===== config.mk =====
export PLATFORM = sky130hd
export DESIGN_NAME = mem_arbiter
export DESIGN_NICKNAME = d
export VERILOG_FILES = /design/src/rtl/mem_arbiter.sv
export SDC_FILE = /design/constraint.sdc
export NUM_CORES = 1
export LEC_CHECK = 0
export ABC_AREA = 1
export CORE_MARGIN = 2
export CORE_UTILIZATION = 50
export CTS_CLUSTER_SIZE = 8
export DETAILED_ROUTE_END_ITERATION = 10
export DONT_BUFFER_PORTS = 1
export SYNTH_ARGS = -nofsm -noshare
export SYNTH_HDL_FRONTEND = slang
export SYNTH_SLANG_ARGS = --single-unit

===== constraint.sdc =====
create_clock -name clk -period 3.2 [get_ports clk]
set_clock_uncertainty 0.1 [all_clocks]
set_input_delay 0.16 -clock clk [delete_from_list [all_inputs] [get_ports clk]]
set_output_delay 0.16 -clock clk [all_outputs]
set_load 0.05 [all_outputs]

===== src/rtl/mem_arbiter.sv =====
// mem_arbiter: shares one unified memory port between instruction fetch (if)
// and MEM-stage data (dm) requesters. One transaction is in flight at a time.
// Build option: define ARB_RR_EN to arbitrate simultaneous requests
// round-robin; by default the data port always wins a contention.
module mem_arbiter #(
    parameter int MEM_TIMEOUT = 16
) (
    input  logic        clk,
    input  logic        rstn,
    input  logic        if_req,
    input  logic [31:0] if_addr,
    output logic [31:0] if_rdata,
    output logic        if_ready,
    input  logic        dm_req,
    input  logic        dm_we,
    input  logic [31:0] dm_addr,
    input  logic [31:0] dm_wdata,
    output logic [31:0] dm_rdata,
    output logic        dm_ready,
    output logic        mem_en,
    output logic        mem_we,
    output logic [31:0] mem_addr,
    output logic [31:0] mem_wdata,
    input  logic [31:0] mem_rdata,
    input  logic        mem_ack,
    output logic        stall_if,
    output logic        stall_mem,
    output logic        err_timeout
);

    typedef enum logic [1:0] {
        IDLE = 2'd0,
        BUSY = 2'd1,
        RESP = 2'd2
    } state_t;

    state_t      state_q, state_d;
    logic        owner_dm_q, owner_dm_d;
    logic [31:0] addr_q, addr_d;
    logic        we_q, we_d;
    logic [31:0] wdata_q, wdata_d;
    logic [7:0]  cnt_q, cnt_d;
    logic [31:0] if_rdata_q, if_rdata_d;
    logic [31:0] dm_rdata_q, dm_rdata_d;
    logic        if_rdy_q, if_rdy_d;
    logic        dm_rdy_q, dm_rdy_d;
    logic        err_q, err_d;
    logic        grant_dm;
    logic        timeout_hit;
    logic [31:0] resp_data;
`ifdef ARB_RR_EN
    logic        last_dm_q, last_dm_d;
`endif

    // Last BUSY cycle before giving up on the memory.
    assign timeout_hit = (cnt_q == 8'(MEM_TIMEOUT - 1));

    // Grant decision for the current IDLE cycle.
    always_comb begin
`ifdef ARB_RR_EN
        // On contention the port that was not granted last time wins.
        grant_dm = dm_req & (~if_req | ~last_dm_q);
`else
        // Data port wins contention: it belongs to the older instruction.
        grant_dm = dm_req;
`endif
    end

    // Next-state and datapath update for the IDLE/BUSY/RESP sequence.
    always_comb begin
        state_d    = state_q;
        owner_dm_d = owner_dm_q;
        addr_d     = addr_q;
        we_d       = we_q;
        wdata_d    = wdata_q;
        cnt_d      = cnt_q;
        if_rdata_d = if_rdata_q;
        dm_rdata_d = dm_rdata_q;
        if_rdy_d   = 1'b0;
        dm_rdy_d   = 1'b0;
        err_d      = err_q;
        resp_data  = mem_ack ? mem_rdata : 32'h0000_0000;
`ifdef ARB_RR_EN
        last_dm_d  = last_dm_q;
`endif
        case (state_q)
            IDLE: begin
                if (if_req | dm_req) begin
                    state_d    = BUSY;
                    owner_dm_d = grant_dm;
                    addr_d     = grant_dm ? dm_addr : if_addr;
                    we_d       = grant_dm & dm_we;
                    wdata_d    = grant_dm ? dm_wdata : 32'h0000_0000;
                    cnt_d      = 8'd0;
`ifdef ARB_RR_EN
                    last_dm_d  = grant_dm;
`endif
                end
            end
            BUSY: begin
                if (mem_ack | timeout_hit) begin
                    state_d = RESP;
                    cnt_d   = 8'd0;
                    if (!mem_ack) begin
                        err_d = 1'b1;
                    end
                    // A requester that withdrew (flush) gets neither data nor pulse.
                    if (owner_dm_q) begin
                        if (dm_req) begin
                            dm_rdata_d = resp_data;
                            dm_rdy_d   = 1'b1;
                        end
                    end else begin
                        if (if_req) begin
                            if_rdata_d = resp_data;
                            if_rdy_d   = 1'b1;
                        end
                    end
                end else begin
                    cnt_d = cnt_q + 8'd1;
                end
            end
            RESP: begin
                state_d = IDLE;
            end
            default: begin
                state_d = IDLE;
            end
        endcase
    end

    // State and datapath registers with synchronous active-high reset.
    always_ff @(posedge clk) begin
        if (rstn) begin
            state_q    <= IDLE;
            owner_dm_q <= 1'b0;
            addr_q     <= 32'h0000_0000;
            we_q       <= 1'b0;
            wdata_q    <= 32'h0000_0000;
            cnt_q      <= 8'd0;
            if_rdata_q <= 32'h0000_0000;
            dm_rdata_q <= 32'h0000_0000;
            if_rdy_q   <= 1'b0;
            dm_rdy_q   <= 1'b0;
            err_q      <= 1'b0;
`ifdef ARB_RR_EN
            last_dm_q  <= 1'b0;
`endif
        end else begin
            state_q    <= state_d;
            owner_dm_q <= owner_dm_d;
            addr_q     <= addr_d;
            we_q       <= we_d;
            wdata_q    <= wdata_d;
            cnt_q      <= cnt_d;
            if_rdata_q <= if_rdata_d;
            dm_rdata_q <= dm_rdata_d;
            if_rdy_q   <= if_rdy_d;
            dm_rdy_q   <= dm_rdy_d;
            err_q      <= err_d;
`ifdef ARB_RR_EN
            last_dm_q  <= last_dm_d;
`endif
        end
    end

    // Memory port is only active in BUSY; ready pulses drop if the requester flushes in RESP.
    always_comb begin
        mem_en      = (state_q == BUSY);
        mem_we      = mem_en & we_q;
        mem_addr    = addr_q;
        mem_wdata   = wdata_q;
        if_rdata    = if_rdata_q;
        dm_rdata    = dm_rdata_q;
        if_ready    = if_rdy_q & if_req;
        dm_ready    = dm_rdy_q & dm_req;
        stall_if    = if_req & ~if_ready;
        stall_mem   = dm_req & ~dm_ready;
        err_timeout = err_q;
    end

endmodule


Word level (Yosys, flattened, before mapping)
Index checks and enable logic that the tools add are counted.

word-level totals
  logic and storage cells = 51
  output and inout bits = 135
  flip-flop bits (word level) = 143

operators by class
  reductions and logical operators = 10
  equality and inequality tests = 4
  $add $sub $neg = 1
  bitwise gates (word level) = 14
  mux-type cells = 11

operators with widths
  kind                                                                     number
  32-bit two-way mux                                                       3
  8-bit two-way mux                                                        2
  8-bit one-hot mux with 2 select lines                                    1
  8-bit by 1-bit adder with 8-bit output, second input constant            1
  8-bit by 4-bit == test with 1-bit output, second input constant          1
  4-bit AND reduction                                                      2
  4-bit OR reduction                                                       2
  1-bit bitwise AND                                                        6
  1-bit inverter                                                           6
  2-bit AND reduction                                                      3
  2-bit two-way mux                                                        2
  2-bit one-hot mux with 2 select lines                                    1
  3-bit AND reduction                                                      1
  2-bit by 1-bit == test with 1-bit output, second input constant          1
  2-bit logical NOT                                                        1
  1-bit two-way mux                                                        2
  2-bit by 1-bit inequality test with 1-bit output, second input constant  1
  2-bit inequality test, second input constant                             1
  1-bit bitwise OR                                                         2
  2-bit nonzero test                                                       1

Longest topological paths before layout
  depth after elaboration = 4
  gate-level depth with buffers = 9

Least setup slack after synthesis
No wires, ideal clock.

  path kind = reg2reg
  start = reg cnt_q[0]
  end = reg if_rdata_q[12] (netlist: if_rdata[12])
  required time = 2.987 ns
  arrival = 1.488 ns
  clock period less this slack = 1.701 ns
  setup slack = 1.499 ns
  cell stages (with the launch flop) = 9
  library setup time = 0.113 ns
  cell sequence = dfxtp_1 ha_1 nand3_1 o21bai_4 nand3_2 buf_2 buf_2 nor2_1 nor2_1

between the ends
  longest elaborated chain between the ends = 3

ends and longest elaborated chain
  what                                      RTL line  text
  start: declaration                        42        logic [7:0] cnt_q, cnt_d;
  start signal: assignment                  155       cnt_q <= cnt_d;
  8-bit by 4-bit == test with 1-bit output  56        assign timeout_hit = (cnt_q == 8'(MEM_TIMEOUT - 1));
  1-bit bitwise OR                          101       if (mem_ack | timeout_hit) begin
  4-bit AND reduction (no line)             --
  end signal: assignment                    156       if_rdata_q <= if_rdata_d;
  end: declaration                          43        logic [31:0] if_rdata_q, if_rdata_d;

Every way passes these cells.
A chain may end at the register's enable or synchronous reset.

Worst setup path after layout
  start = reg state_q[1]
  end = reg addr_q[8] (netlist: mem_addr[8])

between the ends
  longest elaborated chain between the ends = 2

ends and longest elaborated chain
  what                           RTL line  text
  start: declaration             37        state_t state_q, state_d;
  start signal: assignment       150       state_q <= state_d;
  2-bit logical NOT              86        case (state_q)
  2-bit AND reduction (no line)  --
  end signal: assignment         152       addr_q <= addr_d;
  end: declaration               39        logic [31:0] addr_q, addr_d;

Every way passes these cells.

==> flow_summary.yaml <==
sta:
  setup_viol: 0
  hold_ws_ns: 0.0410
  hold_viol: 0
  fin_crit_ns: 2.76
  worstMarginPinSlew_ns: 0.928
  fmax_ghz: 0.362
  setup_slack_ns: 0.436
  slew_headroom_pct: 37.9
  setup_tns_ns: 0
  rsz0062_at_grt: "false"
  finalCritPeriodShare_pct: 86.4
  drv_slew: 0
grt:
  grtUsageTotal_pct: 29.3
  overflow: 0
  antenna_found_initial: 0
  grt_pass1_wl_mm: 30.5
  grt_pass1_vias: 6040
  grt_max_degree: 65
power:
  power_mw: 4.98
  ir_drop_mv: 0.455
  power_density_mw_per_mm2: 587
  seqPwrFrac_pct: 46.1
  clock_power_share_pct: 41.5
  p_leak_nw: 3.94
  p_switching_mw: 1.52
  sw_frac_of_total_pct: 30.5
  comb_power_share_pct: 12.4
  intPower_mw: 3.46
floorplanning:
  start_util_pct: 51.6
  num_rows: 40
  die-area_mm2: 0.0133
  dieWidth_um: 116
  num_io_pins: 269
  die_h_um: 116
  core_mm2: 0.0121
clock_network:
  clk_latency_ns: 0.42
  clk_pin_slew_ns: 0.06
  cts-root-buf: "clkbuf_16"
  h-tree-depth: 4
  cts_buffer_depth: 2
  cts_tree: "done"
  cts_made_buffers: 17
  cts.sinks: 143
outcome:
  status: "finished clean"
synth:
  synth_compound_area_share_pct: 10.0
  netlist_area_mm2: 0.00622
  synthTopCellsByCount: "287 x nand2_1, 143 x dfxtp_1, 132 x inv_1, 110 x nor2_1, 47 x clkbuf_1"
  yosysTopAreaCellShare_pct: 46.0
  synth_cell_type_count: 22
  synth-main-ff-cell: "dfxtp_1"
  syn_nets: 1068
  synth_mux_area_share_pct: 0
  syn_inst: 933
  synth_async_sr_flop_share_pct: 0
  synth.most_common_cell: "nand2_1"
  synth_top_family_by_area: "simple AND/OR/NAND/NOR gates"
  ys_ff_latch: 143
  synthAdderAreaFrac_pct: 0.201
  synth_edf_count: 0
  seq_area_frac_synth_pct: 46.0
  synth_area_leaders: "dfxtp_1 46%, nand2_1 17%, inv_1 8.0%"
  avgSynthCellArea_um2: 6.67
  yosysWarnings: 0
  synth_top_cell_by_area: "dfxtp_1"
  synth_xor_area_share_pct: 0
  synthSimpleGateAreaFrac_pct: 31.5
worst_setup_path:
  cp-end-kind: "register"
  path_cells: "nor2_2 -> buf_4 -> o21ai_2 -> inv_2 -> o21ai_0 -> a31oi_1 -> dlygate4sd3_1"
  worstPathArrival_ns: 3.02
  startpoint_type: "register"
  r2r-end: "mem_addr[8]$_SDFFE_PP0P_"
  critPathMaxStageDelay_ns: 0.65
  cp_max_fo: 64
  r2r-start: "state_q[1]$_SDFFE_PP0P_"
  crit_start: "state_q[1]$_SDFFE_PP0P_"
  slowest_stage: "inv_2"
  crit_required_ns: 3.46
  rrSetupSlack_ns: 0.44
  rr_worst_depth: 7
  crit_type: "reg -> reg"
final_layout:
  n_fill_cell: 976
  layout-drive-gt1-share_pct: 5.50
  final_util_pct: 70.4
  area_delta_synth_final_pct: 36.6
  fin_cells: 1241
  fin_area_mm2: 0.00849
  nNetsFinal: 1194
drt:
  drc: 0
  viasPerCell: 5.14
  wirelength_mm: 20.0
  ant_nets: 0
  routedWlPerCell_um: 16.1
  vias: 6378
  drt_iter0_markers: 543
  dr.pass1.iters: 6
worst_hold_path:
  holdPathStages: 5
  hold-path-endpoint: "dm_rdata[20]$_SDFFE_PP0P_"
  worstHoldStart: "dm_req"
  hp-class: "in -> reg"
placement:
  placed_cells: 1051
  portBuffers: 0
  finalWeightedCongestion: 0.819
  dp_hpwl_mm: 11.2
  pre_cts_ws_ns: 1.11
  dpl_cell_area_mm2: 0.00627
run:
  drv_cap: 0
==> power groups by stage <==
stage,registers (mW),clock network [mW],logic [mW]
after floorplan,2.30,0,0.327
after global placement,2.33,0,0.356
after detailed placement,2.33,0,0.368
after CTS,2.29,2.10,0.588
after global routing,2.30,2.19,0.678
final,2.30,2.07,0.617
==> state kept, by name (all words and copies together), names as in the netlist <==
register	flops
dm_rdy_q	1
mem_addr	32
if_rdata	32
owner_dm_q	1
err_timeout	1
mem_wdata	32
state_q	2
we_q	1
cnt_q	8
dm_rdata	32
if_rdy_q	1
==> worst max-delay path by stage <==
| stage | to | slack (ns) | depth (start not counted) |
|---|---|---|---|
| finish | mem_addr[8]$_SDFFE_PP0P_ | 0.44 | 7 |
| global placement | if_rdata[21]$_SDFFE_PP0P_ | 1.19 | 8 |
| CTS | mem_addr[22]$_SDFFE_PP0P_ | 0.58 | 7 |
| global route | mem_addr[8]$_SDFFE_PP0P_ | 0.21 | 7 |
| detailed placement | if_rdata[26]$_SDFFE_PP0P_ | 1.11 | 9 |
| floorplan | if_rdata[12]$_SDFFE_PP0P_ | 1.50 | 8 |
==> critical path, delay by kind of cell, from the launching register on <==
kind                   cells  cell delay (ns)
and+or+nand+nor            1             0.10
AOI/OAI and AO/OA          3             0.56
buffers and inverters      3             1.59
DFF                        1             0.32
==> layout make-up <==
type	instances	area [µm²]	area share, %
Clock buffer	17	425	5.01
Timing Repair Buffer	169	1690	19.9
Inverter	136	510	6.01
Multi-Input combinational cell	592	2600	30.6
Sequential cell	143	2860	33.7
Antenna cell	1	2.50	0.0295
Tap cell	168	210	2.47
Clock inverter	15	194	2.28
==> cells in the final DEF, fill, tap and decap left out, drive strengths merged, types with 4 or more instances in the layout <==
cell type    instances
nand2              287
dlygate4sd3        154
dfxtp              143
inv                136
nor2               114
a21oi               43
nand3               42
o21ai               37
nand4               34
a31oi               32
clkbuf              17
buf                 15
clkinvlp             6
clkinv               5
bufinv               4
==> routing by layer <==
metal  vias to the layer above  track usage (%)  wire (µm)
met1                      2829             34.9       8030
met4                         0             12.9        720
met5                         -                0          0
met3                        64             10.4       1770
met2                       349             47.6       9470
li1                       3136                -          -
==> what timing repair did <==
action | in CTS | in global routing
gates resized for setup | 0 | 0
setup buffers | 0 | 0
endpoints found under the setup margin | 0 | 0
endpoints found under the hold margin | 139 | 0
hold buffers | 157 | 0
==> logic make-up after synthesis <==
logic type	after synthesis
DFF	143
buffers and inverters	198
and+or+nand+nor	478
adders and majority gates	1
AOI/OAI and AO/OA	113
Note: power is estimated with default switching activity, not from simulation.
